**src/rtl/ocp_arbiter2.sv**
```systemverilog
// rtl/ocp_arbiter2.sv - two-master OCP arbiter sharing one OCP slave
//
// Purpose: arbitrates between an instruction-fetch master (M0) and a data
// master (M1). It accepts one command at a time and registers it. It then
// replays the command to the slave until the slave accepts it. Read responses
// are routed back to the granted master. Only one transaction is outstanding
// at any time.
//
// Compile-time option: OCP_ARB_FIXED_PRIO_EN
//   defined   - M0 always wins contention
//   undefined - round-robin between M0 and M1 (default)
//
// Ports:
//   clk, rst            clock, asynchronous active-high reset
//   i_MxAddr/Cmd/Data/ByteEn   master x command inputs (x = 0, 1)
//   o_SxCmdAccept       command accepted for master x
//   o_SxData/Resp       read data / response returned to master x
//   o_MAddr/MCmd/MData/MByteEn command replayed to the slave
//   i_SCmdAccept        slave accepts the replayed command
//   i_SData/SResp       slave read data / response

`ifndef ADDR_WIDTH
`define ADDR_WIDTH 32
`endif
`ifndef DATA_WIDTH
`define DATA_WIDTH 32
`endif
`ifndef BEN_WIDTH
`define BEN_WIDTH 4
`endif

module ocp_arbiter2 (
   input  logic                   clk,
   input  logic                   rst,
   input  logic [`ADDR_WIDTH-1:0] i_M0Addr,
   input  logic [2:0]             i_M0Cmd,
   input  logic [`DATA_WIDTH-1:0] i_M0Data,
   input  logic [`BEN_WIDTH-1:0]  i_M0ByteEn,
   input  logic [`ADDR_WIDTH-1:0] i_M1Addr,
   input  logic [2:0]             i_M1Cmd,
   input  logic [`DATA_WIDTH-1:0] i_M1Data,
   input  logic [`BEN_WIDTH-1:0]  i_M1ByteEn,
   output logic                   o_S0CmdAccept,
   output logic [`DATA_WIDTH-1:0] o_S0Data,
   output logic [1:0]             o_S0Resp,
   output logic                   o_S1CmdAccept,
   output logic [`DATA_WIDTH-1:0] o_S1Data,
   output logic [1:0]             o_S1Resp,
   output logic [`ADDR_WIDTH-1:0] o_MAddr,
   output logic [2:0]             o_MCmd,
   output logic [`DATA_WIDTH-1:0] o_MData,
   output logic [`BEN_WIDTH-1:0]  o_MByteEn,
   input  logic                   i_SCmdAccept,
   input  logic [`DATA_WIDTH-1:0] i_SData,
   input  logic [1:0]             i_SResp
);

   localparam logic [2:0] CMD_IDLE  = 3'd0;
   localparam logic [2:0] CMD_WRITE = 3'd1;
   localparam logic [2:0] CMD_READ  = 3'd2;
   localparam logic [1:0] RESP_NULL = 2'd0;

   typedef enum logic [1:0] {
      ST_IDLE = 2'd0,
      ST_CMD  = 2'd1,
      ST_RESP = 2'd2
   } state_t;

   state_t                 state;
   state_t                 state_nxt;
   logic                   gp;        // granted port: 0 = M0, 1 = M1
   logic [`ADDR_WIDTH-1:0] lat_addr;
   logic [2:0]             lat_cmd;
   logic [`DATA_WIDTH-1:0] lat_data;
   logic [`BEN_WIDTH-1:0]  lat_ben;
   logic                   req0;
   logic                   req1;
   logic                   win0;
   logic                   win1;
`ifndef OCP_ARB_FIXED_PRIO_EN
   logic                   lg;        // last granted port
`endif

   // Only READ and WRITE count as requests; any other non-idle code stalls.
   assign req0 = (i_M0Cmd == CMD_READ) || (i_M0Cmd == CMD_WRITE);
   assign req1 = (i_M1Cmd == CMD_READ) || (i_M1Cmd == CMD_WRITE);

   // Arbitration only in IDLE. It is gated by rst so that no accept leaks out
   // while reset is held.
   always_comb begin
      win0 = 1'b0;
      win1 = 1'b0;
      if (state == ST_IDLE && !rst) begin
`ifdef OCP_ARB_FIXED_PRIO_EN
         win0 = req0;
         win1 = req1 && !req0;
`else
         if (req0 && req1) begin
            win0 = lg;
            win1 = !lg;
         end else begin
            win0 = req0;
            win1 = req1;
         end
`endif
      end
   end

   // State register
   always_ff @(posedge clk or posedge rst) begin
      if (rst) begin
         state <= ST_IDLE;
      end else begin
         state <= state_nxt;
      end
   end

   // Next-state logic
   always_comb begin
      state_nxt = state;
      case (state)
         ST_IDLE: begin
            if (win0 || win1) begin
               state_nxt = ST_CMD;
            end
         end
         ST_CMD: begin
            if (i_SCmdAccept) begin
               // Writes are posted: no response phase.
               state_nxt = (lat_cmd == CMD_READ) ? ST_RESP : ST_IDLE;
            end
         end
         ST_RESP: begin
            if (i_SResp != RESP_NULL) begin
               state_nxt = ST_IDLE;
            end
         end
         default: state_nxt = ST_IDLE;
      endcase
   end

   // Command latch and grant bookkeeping
   always_ff @(posedge clk or posedge rst) begin
      if (rst) begin
         gp       <= 1'b0;
         lat_addr <= '0;
         lat_cmd  <= CMD_IDLE;
         lat_data <= '0;
         lat_ben  <= '0;
`ifndef OCP_ARB_FIXED_PRIO_EN
         lg       <= 1'b1;             // M0 wins the first contention
`endif
      end else if (win0 || win1) begin
         gp       <= win1;
         lat_addr <= win1 ? i_M1Addr   : i_M0Addr;
         lat_cmd  <= win1 ? i_M1Cmd    : i_M0Cmd;
         lat_data <= win1 ? i_M1Data   : i_M0Data;
         lat_ben  <= win1 ? i_M1ByteEn : i_M0ByteEn;
`ifndef OCP_ARB_FIXED_PRIO_EN
         lg       <= win1;
`endif
      end
   end

   // Output logic
   always_comb begin
      o_S0CmdAccept = win0;
      o_S1CmdAccept = win1;
      o_S0Resp      = RESP_NULL;
      o_S1Resp      = RESP_NULL;
      o_S0Data      = '0;
      o_S1Data      = '0;
      o_MCmd        = CMD_IDLE;
      o_MAddr       = '0;
      o_MData       = '0;
      o_MByteEn     = '0;
      case (state)
         ST_CMD: begin
            o_MCmd    = lat_cmd;
            o_MAddr   = lat_addr;
            o_MData   = lat_data;
            o_MByteEn = lat_ben;
         end
         ST_RESP: begin
            // Response forwarding is combinational: no added latency.
            if (gp) begin
               o_S1Resp = i_SResp;
               o_S1Data = i_SData;
            end else begin
               o_S0Resp = i_SResp;
               o_S0Data = i_SData;
            end
         end
         default: ;
      endcase
   end

endmodule

```
**config.mk**
```make
export PLATFORM = sky130hd
export DESIGN_NAME = ocp_arbiter2
export DESIGN_NICKNAME = d
export VERILOG_FILES = /design/src/rtl/ocp_arbiter2.sv
export SDC_FILE = /design/constraint.sdc
export NUM_CORES = 1
export LEC_CHECK = 0
export ABC_CLOCK_PERIOD_IN_PS = 4980
export CAP_MARGIN = 20
export CORE_AREA = 4 4 123 125
export DETAILED_ROUTE_END_ITERATION = 10
export DIE_AREA = 0 0 127 129
export PLACE_DENSITY = 0.81
export SYNTH_ARGS = -nofsm -noshare
export SYNTH_HDL_FRONTEND = slang
export SYNTH_SLANG_ARGS = --single-unit
```
**constraint.sdc**
```tcl
create_clock -name clk -period 4.98 [get_ports clk]
set_input_delay 0.996 -clock clk [delete_from_list [all_inputs] [get_ports clk]]
set_output_delay 0.996 -clock clk [all_outputs]
set_load 0.1 [all_outputs]
```
==> insert_results.sql, run 1 <==
INSERT INTO impl_metrics (metric_group, metric, value, unit) VALUES
('critical_path', 'critical_path_arrival', '3090', 'ps'),
('synthesis', 'postSynth.topFlopCell', 'sky130_fd_sc_hd__dfrtp_1', ''),
('synthesis', 'synth_seq_area_share', '42.9', '%'),
('synthesis', 'synth_fp_nets', '604', ''),
('timing', 'period_minus_slack', '4080', 'ps'),
('layout', 'finish.net_count', '900', ''),
('routing', 'drtIter0Drc', '154', ''),
('min_path', 'timing.hold.worst.class', 'reg -> reg', ''),
('layout', 'nFillCells', '1208', ''),
('die', 'fp-row-count', '43', ''),
('critical_path', 'cp_max_fo', '45', ''),
('timing', 'final-setup-viol-count', '0', ''),
('clock_tree', 'postCtsSetupRepairBufs', '0', ''),
('synthesis', 'ys_types', '27', ''),
('clock_tree', 'tritoncts_num_sinks', '75', ''),
('routing', 'average_via_count_per_standard_cell', '5.01', ''),
('timing', 'timing.final.hold_violations', '0', ''),
('routing', 'wl', '18500', 'µm'),
('routing', 'routed-via-count', '4539', ''),
('die', 'coreArea', '13900', 'µm²'),
('clock_tree', 'clock_insertion_delay_worst_skew', '320', 'ps'),
('timing', 'setup_tns', '0', 'ps'),
('place', 'post-place-cells', '890', ''),
('global_routing', 'vias_in_the_first_global_route', '4885', ''),
('synthesis', 'yosys_warnings', '0', ''),
('global_routing', 'grt_pass1_wl', '27700', 'µm'),
('routing', 'drcViolationCount', '0', ''),
('layout', 'final-seq-area', '1880', 'µm²'),
('synthesis', 'netlist_area', '4380', 'µm²'),
('critical_path', 'cp-start-kind', 'flip-flop', ''),
('power', 'power.leakage', '3.19', 'nW'),
('timing', 'fmax', '245', 'MHz'),
('clock_tree', 'maximum_buffer_depth_of_the_clock_tree', '2', ''),
('synthesis', 'synthesis.instances', '425', ''),
('global_routing', 'number_of_antenna_violations_at_the_first_check_in_global_routing', '1', ''),
('timing', 'timing_worst_slew_pin_value', '1060', 'ps'),
('timing', 'fin_crit_sh', '82.0', '%'),
('routing', 'drtAntennaViolNets', '0', ''),
('place', 'gpl.final_weighted_congestion', '0.891', ''),
('timing', 'max-slew-margin-rel', '29.3', '%'),
('clock_tree', 'post_cts_resize_count', '0', ''),
('routing', 'firstDrtPassIters', '4', ''),
('timing', 'setup_slack', '895', 'ps'),
('die', 'floorplan.die_area', '16400', 'µm²'),
('layout', 'antenna-diode-count', '0', ''),
('timing', 'report.final.slew_viol_count', '0', ''),
('synthesis', 'ys_seq_elements', '75', ''),
('layout', 'drive_gt1_share', '14.3', '%'),
('clock_tree', 'clockRootBuffer', 'sky130_fd_sc_hd__clkbuf_16', ''),
('routing', 'wire_per_inst', '20.4', 'µm'),
('layout', 'multi_input_comb_area', '2280', 'µm²'),
('place', 'detailed_place_hpwl', '13800', 'µm'),
('layout', 'area_growth_syn_to_layout', '79.0', '%'),
('power', 'worst_ir_drop_vdd', '0.000354', 'V'),
('critical_path', 'worst-endpoint-required', '3980', 'ps'),
('global_routing', 'grt_overflow', '0', ''),
('layout', 'layoutNonFillerInstCount', '906', ''),
('place', 'numPortBuffers', '319', ''),
('die', 'pin_count', '320', ''),
('power', 'power_density', '633', 'nW/µm²'),
('clock_tree', 'numCtsBuffers', '9', ''),
('job', 'cap_viol_max_count', '0', ''),
('clock_tree', 'tritoncts', 'done', ''),
('global_routing', 'grt_start_max_net_pins', '72', ''),
('synthesis', 'ys_async_sr_fraction', '100', '%'),
('die', 'die_height', '129', 'µm'),
('place', 'pre_cts_ws', '1210', 'ps'),
('synthesis', 'syn-mean-instance-area', '10.3', 'µm²'),
('timing', 'finalClockSkew', '3.10', 'ps'),
('clock_tree', 'cts_hold_buffers', '0', ''),
('outcome', 'status', 'complete, no violations', ''),
('die', 'effective_utilization_at_floorplan', '31.5', '%'),
('die', 'die_width', '127', 'µm'),
('clock_tree', 'htree_levels', '3', ''),
('synthesis', 'synth-edff-count', '0', ''),
('timing', 'rsz0062_at_grt', 'false', ''),
('clock_tree', 'clk_transition_reported_paths', '60', 'ps'),
('critical_path', 'timing_worst_setup_path_type', 'reg -> out', ''),
('global_routing', 'groute.usage.overall', '21.6', '%'),
('critical_path', 'critPathCaptureType', 'output port', '');
==> report_power, final <==
| group | switching, W | internal (W) | total, W |
|---|---|---|---|
| combinational | 0.00221 | 0.000972 | 0.00318 |
| sequential | 0.000153 | 0.000909 | 0.00106 |
| clock | 0.000253 | 0.000464 | 0.000717 |
==> Yosys cell counts, types with 2 or more instances <==
cell type / number / share of area [%]
sky130_fd_sc_hd__inv_1: 5 / 0.43
sky130_fd_sc_hd__nor3_1: 2 / 0.23
sky130_fd_sc_hd__o221a_1: 68 / 17
sky130_fd_sc_hd__dfrtp_1: 74 / 42
sky130_fd_sc_hd__nor3_4: 2 / 0.74
sky130_fd_sc_hd__and2_1: 139 / 20
sky130_fd_sc_hd__xnor2_1: 2 / 0.40
sky130_fd_sc_hd__nand2_1: 2 / 0.17
sky130_fd_sc_hd__clkbuf_1: 33 / 2.8
sky130_fd_sc_hd__buf_6: 7 / 1.8
sky130_fd_sc_hd__a21oi_1: 2 / 0.23
sky130_fd_sc_hd__nor2_1: 3 / 0.26
sky130_fd_sc_hd__or3_1: 71 / 10
sky130_fd_sc_hd__nand2b_1: 2 / 0.29
==> final cells by class <==
cell class	count	area share [%]
clock buffers	11	3.22
clock inverters	5	0.958
inverters	5	0.255
multi-input cells	303	29.1
flip-flops and latches	75	24.0
well taps	180	2.87
repair buffers	327	39.6
==> cell usage in the layout (no fill, tap or decap), types with 3 or more instances in the layout <==
cell / Yosys / final
sky130_fd_sc_hd__inv_1: 5 / 4
sky130_fd_sc_hd__or3_1: 71 / 71
sky130_fd_sc_hd__clkinv_2: 0 / 4
sky130_fd_sc_hd__buf_4: 0 / 76
sky130_fd_sc_hd__and2_1: 139 / 139
sky130_fd_sc_hd__dfrtp_1: 74 / 74
sky130_fd_sc_hd__nor2_1: 3 / 3
sky130_fd_sc_hd__o221a_1: 68 / 68
sky130_fd_sc_hd__clkbuf_16: 0 / 9
sky130_fd_sc_hd__clkdlybuf4s50_1: 0 / 249
==> sequential cells by signal (all words and copies together) (netlist names) <==
signal,flops
state,2
lat_cmd,3
lat_data,32
lg,1
lat_ben,4
lat_addr,32
gp,1
==> routing by layer <==
metal	up-vias	global-route usage (%)	routed length (µm)
met1	2164	24.7	7050
met3	18	7.39	1630
met5	-	0	13
li1	2140	-	-
met2	215	38.9	9560
met4	2	4.98	239
==> cell families after synthesis <==
kind of cell              after synthesis  synth area share, %
DFF                                    75                 42.9
AOI/OAI and AO/OA                      76                 19.1
buffers and inverters                  47                 5.29
and+or+nand+nor                       225                 32.4
xor gates and xnor gates                2                0.400
==> through the flow <==
step	area (µm²)	power (W)	util (%)	hold slack, ps
CTS	7840	0.00500	56.5	470
detailed placement	7510	0.00426	54.1	460
floorplan	4380	0.00348	-	444
finish	7840	0.00496	56.5	467
global placement	7510	0.00422	54.1	455
global route	7840	0.00515	56.5	506
==> worst max-delay path, stage by stage (launching register included) <==
cell and delay, ps:
sky130_fd_sc_hd__dfrtp_1 410, sky130_fd_sc_hd__nor2b_4 480, sky130_fd_sc_hd__buf_4 460, sky130_fd_sc_hd__and2_1 220
sky130_fd_sc_hd__clkdlybuf4s50_1 1170
==> final timing paths <==
kind,from,endpoint,slack (ps),depth (start not counted)
max,state[1]$_DFFE_PP0P_,o_MCmd[1],900,4
min,lg$_DFFE_PP1P_,lg$_DFFE_PP1P_,470,2
max reg2reg,state[1]$_DFFE_PP0P_,lat_addr[3]$_DFFE_PP0P_,2830,5
min reg2reg,lg$_DFFE_PP1P_,lg$_DFFE_PP1P_,470,2
max in group asynchronous,rst,lat_addr[3]$_DFFE_PP0P_,2910,3
min in group asynchronous,rst,lat_cmd[2]$_DFFE_PP0P_,1170,2
No activity file was read; power rests on OpenSTA's default activity.
==> run 2, diff against run 1 <==
==> config.mk (replaced) <==
export PLATFORM = sky130hd
export DESIGN_NAME = ocp_arbiter2
export DESIGN_NICKNAME = d
export VERILOG_FILES = /design/src/rtl/ocp_arbiter2.sv
export SDC_FILE = /design/constraint.sdc
export NUM_CORES = 1
export LEC_CHECK = 0
export ABC_CLOCK_PERIOD_IN_PS = 4000
export CAP_MARGIN = 20
export CORE_ASPECT_RATIO = 0.7
export CORE_MARGIN = 4
export CORE_UTILIZATION = 35
export DETAILED_ROUTE_END_ITERATION = 10
export PLACE_DENSITY = 0.89
export SYNTH_ARGS = -nofsm -noshare
export SYNTH_HDL_FRONTEND = slang
export SYNTH_SLANG_ARGS = --single-unit
==> constraint.sdc (replaced) <==
create_clock -name clk -period 4 [get_ports clk]
set_input_delay 0.8 -clock clk [delete_from_list [all_inputs] [get_ports clk]]
set_output_delay 0.8 -clock clk [all_outputs]
set_load 0.1 [all_outputs]
==> run 2 against run 1 <==
Die area shrank 12%. Utilization is 7.2 points higher. Wire length decreased by 7.5%. Setup slack hardly changed. Via count down 0.29%. First-iteration DRC count grew 66%. Combinational power grew 22%. Critical path type is now in -> out. Highest routed layer is now met4.
==> insert_results.sql, run 2 (synthesis gave the netlist of run 1 again) <==
INSERT INTO impl_metrics (metric_group, metric, value, unit) VALUES
('power', 'power_density', '788', 'nW/µm²'),
('die', 'effective_utilization_at_floorplan', '36.6', '%'),
('global_routing', 'grt_overflow', '0', ''),
('routing', 'drtIter0Drc', '255', ''),
('die', 'die_width', '142', 'µm'),
('layout', 'antenna-diode-count', '0', ''),
('die', 'floorplan.die_area', '14400', 'µm²'),
('layout', 'drive_gt1_share', '24.2', '%'),
('critical_path', 'worst_reg2reg_path_startpoint', 'state[1]$_DFFE_PP0P_', ''),
('layout', 'area_growth_syn_to_layout', '74.1', '%'),
('routing', 'drcViolationCount', '0', ''),
('power', 'switchingPower', '0.00323', 'W'),
('clock_tree', 'postCtsSetupRepairBufs', '0', ''),
('routing', 'average_via_count_per_standard_cell', '5.12', ''),
('critical_path', 'timing.reg2reg.setup_slack', '1860', 'ps'),
('power', 'power_switching_share', '53.8', '%'),
('global_routing', 'vias_in_the_first_global_route', '4731', ''),
('critical_path', 'critical_path_arrival', '2300', 'ps'),
('clock_tree', 'numCtsBuffers', '9', ''),
('clock_tree', 'tritoncts', 'done', ''),
('clock_tree', 'post_cts_resize_count', '0', ''),
('min_path', 'min-delay-start', 'lg$_DFFE_PP1P_', ''),
('critical_path', 'worst_r2r_endpoint', 'lat_addr[18]$_DFFE_PP0P_', ''),
('layout', 'most-common-layout-cells', 'sky130_fd_sc_hd__clkdlybuf4s50_1 (178), sky130_fd_sc_hd__buf_4 (149), sky130_fd_sc_hd__and2_1 (139)', ''),
('layout', 'nFillCells', '986', ''),
('global_routing', 'groute.usage.overall', '22.7', '%'),
('clock_tree', 'tritoncts_num_sinks', '75', ''),
('place', 'gpl.final_weighted_congestion', '0.847', ''),
('routing', 'wl', '17100', 'µm'),
('power', 'power.share.combinational', '64.9', '%'),
('critical_path', 'timing_worst_setup_path_type', 'in -> out', ''),
('clock_tree', 'clockRootBuffer', 'sky130_fd_sc_hd__clkbuf_16', ''),
('clock_tree', 'cts_hold_buffers', '0', ''),
('die', 'pin_count', '320', ''),
('timing', 'report.final.slew_viol_count', '0', ''),
('job', 'cap_viol_max_count', '0', ''),
('clock_tree', 'htree_levels', '3', ''),
('routing', 'drtAntennaViolNets', '0', ''),
('layout', 'layout_commonest_cell', 'sky130_fd_sc_hd__clkdlybuf4s50_1', ''),
('place', 'numPortBuffers', '319', ''),
('die', 'coreArea', '12000', 'µm²'),
('power', 'total_power', '0.00600', 'W'),
('power', 'power.internal', '0.00277', 'W'),
('min_path', 'timing.hold.worst.class', 'reg -> reg', ''),
('clock_tree', 'clk_transition_reported_paths', '60', 'ps'),
('layout', 'reg.largest.list', 'lat_addr x32, lat_data x32, lat_ben x4', ''),
('clock_tree', 'clock_insertion_delay_worst_skew', '320', 'ps'),
('critical_path', 'reg2reg_depth', '5', ''),
('critical_path', 'cp_max_fo', '4', ''),
('clock_tree', 'maximum_buffer_depth_of_the_clock_tree', '2', ''),
('layout', 'finish.net_count', '902', ''),
('timing', 'rsz0062_at_grt', 'false', ''),
('critical_path', 'crit_start', 'rst', ''),
('critical_path', 'cp_slowest_cell', 'sky130_fd_sc_hd__clkdlybuf4s50_1', ''),
('timing', 'setup_tns', '0', 'ps'),
('power', 'worst_ir_drop_vdd', '0.000562', 'V'),
('critical_path', 'cp-start-kind', 'input port', ''),
('timing', 'fin_crit_sh', '77.6', '%'),
('place', 'detailed_place_hpwl', '12800', 'µm'),
('routing', 'wire_per_inst', '19.4', 'µm'),
('power', 'clkPwrFrac', '13.3', '%'),
('global_routing', 'grt_start_max_net_pins', '72', ''),
('timing', 'final-setup-viol-count', '0', ''),
('timing', 'finalClockSkew', '3.91', 'ps'),
('power', 'power.leakage', '3.30', 'nW'),
('timing', 'max-slew-margin-rel', '44.2', '%'),
('die', 'die_height', '102', 'µm'),
('critical_path', 'worst-endpoint-required', '3200', 'ps'),
('power', 'seq_power_share', '21.8', '%'),
('timing', 'fmax', '322', 'MHz'),
('critical_path', 'critPathCaptureType', 'output port', ''),
('global_routing', 'grt_pass1_wl', '25900', 'µm'),
('routing', 'firstDrtPassIters', '7', ''),
('critical_path', 'cp_cell_sequence', 'clkdlybuf4s50_1 > or3_4 > nor3_4 > o21ai_4 > inv_1 > buf_12', ''),
('timing', 'period_minus_slack', '3100', 'ps'),
('global_routing', 'number_of_antenna_violations_at_the_first_check_in_global_routing', '0', ''),
('critical_path', 'worst_stage_delay_on_the_critical_path', '450', 'ps'),
('outcome', 'status', 'complete, no violations', ''),
('routing', 'routed-via-count', '4526', ''),
('critical_path', 'critPathCapture', 'o_S0CmdAccept', ''),
('timing', 'timing_worst_slew_pin_value', '837', 'ps'),
('die', 'fp-row-count', '33', ''),
('timing', 'timing.final.hold_violations', '0', '');
-- run 2: cell count changes in the layout (fill, tap and decap cells not counted) --
cell | previous run | this run
sky130_fd_sc_hd__clkinv_2 | 4 | 2
sky130_fd_sc_hd__clkdlybuf4s50_1 | 249 | 178
sky130_fd_sc_hd__clkinvlp_4 | 0 | 2
sky130_fd_sc_hd__buf_4 | 76 | 149
sky130_fd_sc_hd__bufinv_16 | 2 | 1
-- run 2: area by class of cell --
| cell class | instances | area (µm²) | share of cell area, % |
|---|---|---|---|
| clock buffer | 11 | 253 | 3.32 |
| clock inverter | 4 | 50.0 | 0.657 |
| inverter | 5 | 20.0 | 0.263 |
| multi-input combinational | 303 | 2280 | 30.0 |
| sequential | 75 | 1880 | 24.6 |
| tap | 157 | 196 | 2.58 |
| timing repair buffer | 329 | 2940 | 38.6 |
-- run 2: worst min path at each step --
stage                     end  slack [ps]  depth (start not counted)
3_5_place_dp   lg$_DFFE_PP1P_         470                          2
4_1_cts        lg$_DFFE_PP1P_         480                          2
5_1_grt        lg$_DFFE_PP1P_         510                          2
3_3_place_gp   lg$_DFFE_PP1P_         460                          2
6_report       lg$_DFFE_PP1P_         480                          2
2_1_floorplan  lg$_DFFE_PP1P_         440                          2
-- run 2: worst max-delay path, delay by kind of cell --
| kind | cells | cell delay (ps) |
|---|---|---|
| compound gates | 1 | 80 |
| simple gates | 2 | 630 |
| buf+inv | 3 | 780 |
-- run 2: power groups by stage --
| stage | Sequential (W) | Combinational [W] | Clock [W] |
|---|---|---|---|
| after floorplan | 0.00124 | 0.00309 | 0 |
| after global placement | 0.00129 | 0.00385 | 0 |
| after detailed placement | 0.00131 | 0.00390 | 0 |
| after CTS | 0.00131 | 0.00391 | 0.000823 |
| after global routing | 0.00136 | 0.00405 | 0.000861 |
| final | 0.00131 | 0.00389 | 0.000801 |
-- run 2: routing by layer --
layer,track usage [%],routed length (µm),share of wire [%],vias up
met2,38.5,8540,50,187
met4,5.01,182,1.1,0
li1,-,-,-,2141
met5,0,0,0,-
met3,6.04,1070,6.3,20
met1,29.5,7310,43,2178
-- run 2: stage by stage --
stage / setup WS, ps / area [µm²] / hold WS (ps) / utilization, % / cells
global route: 843 / 7620 / 511 / 63.7 / 884
CTS: 896 / 7620 / 477 / 63.7 / 884
finish: 896 / 7620 / 475 / 63.7 / 884
floorplan: 808 / 4380 / 444 / - / 425
global placement: 942 / 7320 / 457 / 61.1 / 869
detailed placement: 900 / 7320 / 466 / 61.1 / 869
==> run 3, diff against run 2 <==
==> config.mk (replaced) <==
export PLATFORM = sky130hd
export DESIGN_NAME = ocp_arbiter2
export DESIGN_NICKNAME = d
export VERILOG_FILES = /design/src/rtl/ocp_arbiter2.sv
export SDC_FILE = /design/constraint.sdc
export NUM_CORES = 1
export LEC_CHECK = 0
export ABC_CLOCK_PERIOD_IN_PS = 2490
export CAP_MARGIN = 20
export CORE_ASPECT_RATIO = 0.7
export CORE_MARGIN = 4
export CORE_UTILIZATION = 32
export DETAILED_ROUTE_END_ITERATION = 10
export PLACE_DENSITY = 0.86
export SYNTH_ARGS = -nofsm -noshare
export SYNTH_HDL_FRONTEND = slang
export SYNTH_SLANG_ARGS = --single-unit
==> constraint.sdc (replaced) <==
create_clock -name clk -period 2.49 [get_ports clk]
set_input_delay 0.498 -clock clk [delete_from_list [all_inputs] [get_ports clk]]
set_output_delay 0.498 -clock clk [all_outputs]
set_load 0.1 [all_outputs]
==> run 3 against run 2 <==
Global-route usage increased by 0.73 points. Design area rose by 25%. Clock skew increased by 3.7 ps. Hold slack better by 4.5 ps. Sequential power rose by 61%. Utilization rose by 7.9 points. Clock-buffer cell count shrank 1. Combinational power up 99%. Die area grew 8.7%. Critical endpoint unchanged. Highest routed layer unchanged.
==> insert_results.sql, run 3 (synthesis gave the netlist of run 1 again) <==
INSERT INTO impl_metrics (metric_group, metric, value, unit) VALUES
('routing', 'wl', '18800', 'µm'),
('timing', 'hold_slack', '480', 'ps'),
('critical_path', 'critical_path_arrival', '1930', 'ps'),
('timing', 'timing.final.hold_violations', '0', ''),
('routing', 'wire_per_inst', '20.4', 'µm'),
('die', 'fp-row-count', '35', ''),
('critical_path', 'cp_cell_sequence', 'clkdlybuf4s50_1 > or3_4 > nor3_4 > o21ai_4 > clkinvlp_4 > buf_12', ''),
('critical_path', 'cp_slowest_cell', 'sky130_fd_sc_hd__clkdlybuf4s50_1', ''),
('routing', 'drtIter0Drc', '238', ''),
('critical_path', 'cp-start-kind', 'input port', ''),
('place', 'gpl.final_weighted_congestion', '0.821', ''),
('critical_path', 'cp_top_family', 'buffers and inverters', ''),
('timing', 'report.final.slew_viol_count', '0', ''),
('global_routing', 'vias_in_the_first_global_route', '5052', ''),
('layout', 'multi_input_comb_area', '2280', 'µm²'),
('timing', 'rsz0062_at_grt', 'false', ''),
('critical_path', 'timing_worst_setup_path_type', 'in -> out', ''),
('routing', 'drtAntennaViolNets', '0', ''),
('die', 'effective_utilization_at_floorplan', '33.0', '%'),
('layout', 'antenna-diode-count', '0', ''),
('layout', 'drive_gt1_share', '25.1', '%'),
('timing', 'timing_worst_slew_pin_value', '628', 'ps'),
('global_routing', 'grt_pass1_wl', '28900', 'µm'),
('routing', 'drcViolationCount', '0', ''),
('power', 'power.leakage', '3.75', 'nW'),
('global_routing', 'grt_start_max_net_pins', '72', ''),
('clock_tree', 'clk_transition_reported_paths', '60', 'ps'),
('min_path', 'timing.hold.worst.class', 'reg -> reg', ''),
('timing', 'final-setup-viol-count', '0', ''),
('clock_tree', 'cts_hold_buffers', '0', ''),
('die', 'coreArea', '13300', 'µm²'),
('clock_tree', 'post_cts_resize_count', '0', ''),
('die', 'floorplan.die_area', '15700', 'µm²'),
('layout', 'reg.largest.list', 'lat_addr x32, lat_data x32, lat_ben x4', ''),
('critical_path', 'worst-endpoint-required', '1990', 'ps'),
('job', 'cap_viol_max_count', '0', ''),
('timing', 'period_minus_slack', '2430', 'ps'),
('routing', 'routed-via-count', '4729', ''),
('timing', 'setup_slack', '62.2', 'ps'),
('layout', 'nFillCells', '914', ''),
('power', 'worst_ir_drop_vdd', '0.000882', 'V'),
('clock_tree', 'postCtsSetupRepairBufs', '0', ''),
('clock_tree', 'htree_levels', '3', ''),
('outcome', 'status', 'complete, no violations', ''),
('layout', 'final-seq-area', '1880', 'µm²'),
('global_routing', 'groute.usage.overall', '23.5', '%'),
('clock_tree', 'numCtsBuffers', '9', ''),
('global_routing', 'grt_overflow', '0', ''),
('timing', 'finalClockSkew', '7.64', 'ps'),
('critical_path', 'critPathCaptureType', 'output port', ''),
('routing', 'average_via_count_per_standard_cell', '5.15', ''),
('die', 'die_width', '148', 'µm'),
('place', 'numPortBuffers', '319', ''),
('global_routing', 'number_of_antenna_violations_at_the_first_check_in_global_routing', '0', ''),
('timing', 'fin_crit_sh', '97.5', '%'),
('layout', 'area_growth_syn_to_layout', '117', '%'),
('layout', 'most-common-layout-cells', 'sky130_fd_sc_hd__clkdlybuf4s50_1 (178), sky130_fd_sc_hd__buf_12 (144), sky130_fd_sc_hd__and2_1 (139)', ''),
('power', 'power_density', '1180', 'nW/µm²'),
('critical_path', 'cp_max_fo', '4', ''),
('timing', 'max-slew-margin-rel', '58.2', '%'),
('clock_tree', 'maximum_buffer_depth_of_the_clock_tree', '2', ''),
('layout', 'layoutNonFillerInstCount', '919', ''),
('place', 'pre_cts_ws', '-103', 'ps'),
('critical_path', 'worst_stage_delay_on_the_critical_path', '420', 'ps'),
('timing', 'fmax', '412', 'MHz'),
('clock_tree', 'clockRootBuffer', 'sky130_fd_sc_hd__clkbuf_16', ''),
('place', 'post-place-cells', '903', ''),
('die', 'pin_count', '320', ''),
('power', 'total_power', '0.0112', 'W'),
('place', 'detailed_place_hpwl', '14600', 'µm'),
('clock_tree', 'clock_insertion_delay_worst_skew', '330', 'ps'),
('layout', 'layout_commonest_cell', 'sky130_fd_sc_hd__clkdlybuf4s50_1', ''),
('die', 'die_height', '106', 'µm'),
('clock_tree', 'tritoncts', 'done', ''),
('critical_path', 'worst-path-buf-inv', '3', ''),
('routing', 'firstDrtPassIters', '5', ''),
('layout', 'finish.net_count', '908', ''),
('clock_tree', 'tritoncts_num_sinks', '75', '');
## run 3: routing by layer
layer  routed length [µm]  global-route usage [%]
met1                 7280                    28.5
met2                 9250                    39.3
met3                 1620                    7.18
met4                  612                    8.77
met5                    0                       0
## run 3: metrics by stage
stage,TNS (ps),utilization (%),area (µm²)
floorplan,0,-,4380
global placement,0,69.2,9180
detailed placement,-4400,69.2,9180
CTS,0,71.6,9500
global route,0,71.6,9500
finish,0,71.6,9500
## run 3: path summary, 6_finish.rpt
kind / cells past startpoint / to / startpoint / slack, ps
max: 6 / o_S0CmdAccept / rst / 60
min: 2 / lg$_DFFE_PP1P_ / lg$_DFFE_PP1P_ / 480
max reg2reg: 5 / lat_data[8]$_DFFE_PP0P_ / state[1]$_DFFE_PP0P_ / 340
min reg2reg: 2 / lg$_DFFE_PP1P_ / lg$_DFFE_PP1P_ / 480
max in group asynchronous: 4 / lg$_DFFE_PP1P_ / rst / 1270
min in group asynchronous: 3 / state[1]$_DFFE_PP0P_ / rst / 580
## run 3: cell type report
| type | instances | share of cell area (%) |
|---|---|---|
| tap | 185 | 2.44 |
| clock inverter | 6 | 0.948 |
| clock buffer | 10 | 2.41 |
| timing repair buffer | 335 | 50.1 |
| sequential | 75 | 19.8 |
| multi-input combinational | 303 | 24.1 |
| inverter | 5 | 0.250 |
## run 3: power by group
group          total [W]  switching (W)  internal [W]  leakage (nW)
registers        0.00211       0.000298       0.00182         0.815
logic            0.00774        0.00474       0.00300          2.79
clock network    0.00139       0.000513      0.000880         0.153
## run 3: worst reg2reg max path, delay by kind of cell, from the launching register on
family | cells | cell delay, ps
flip-flops | 1 | 430
AO/OA/AOI/OAI | 1 | 180
AND/OR/NAND/NOR | 3 | 960
buffers and inverters | 1 | 520
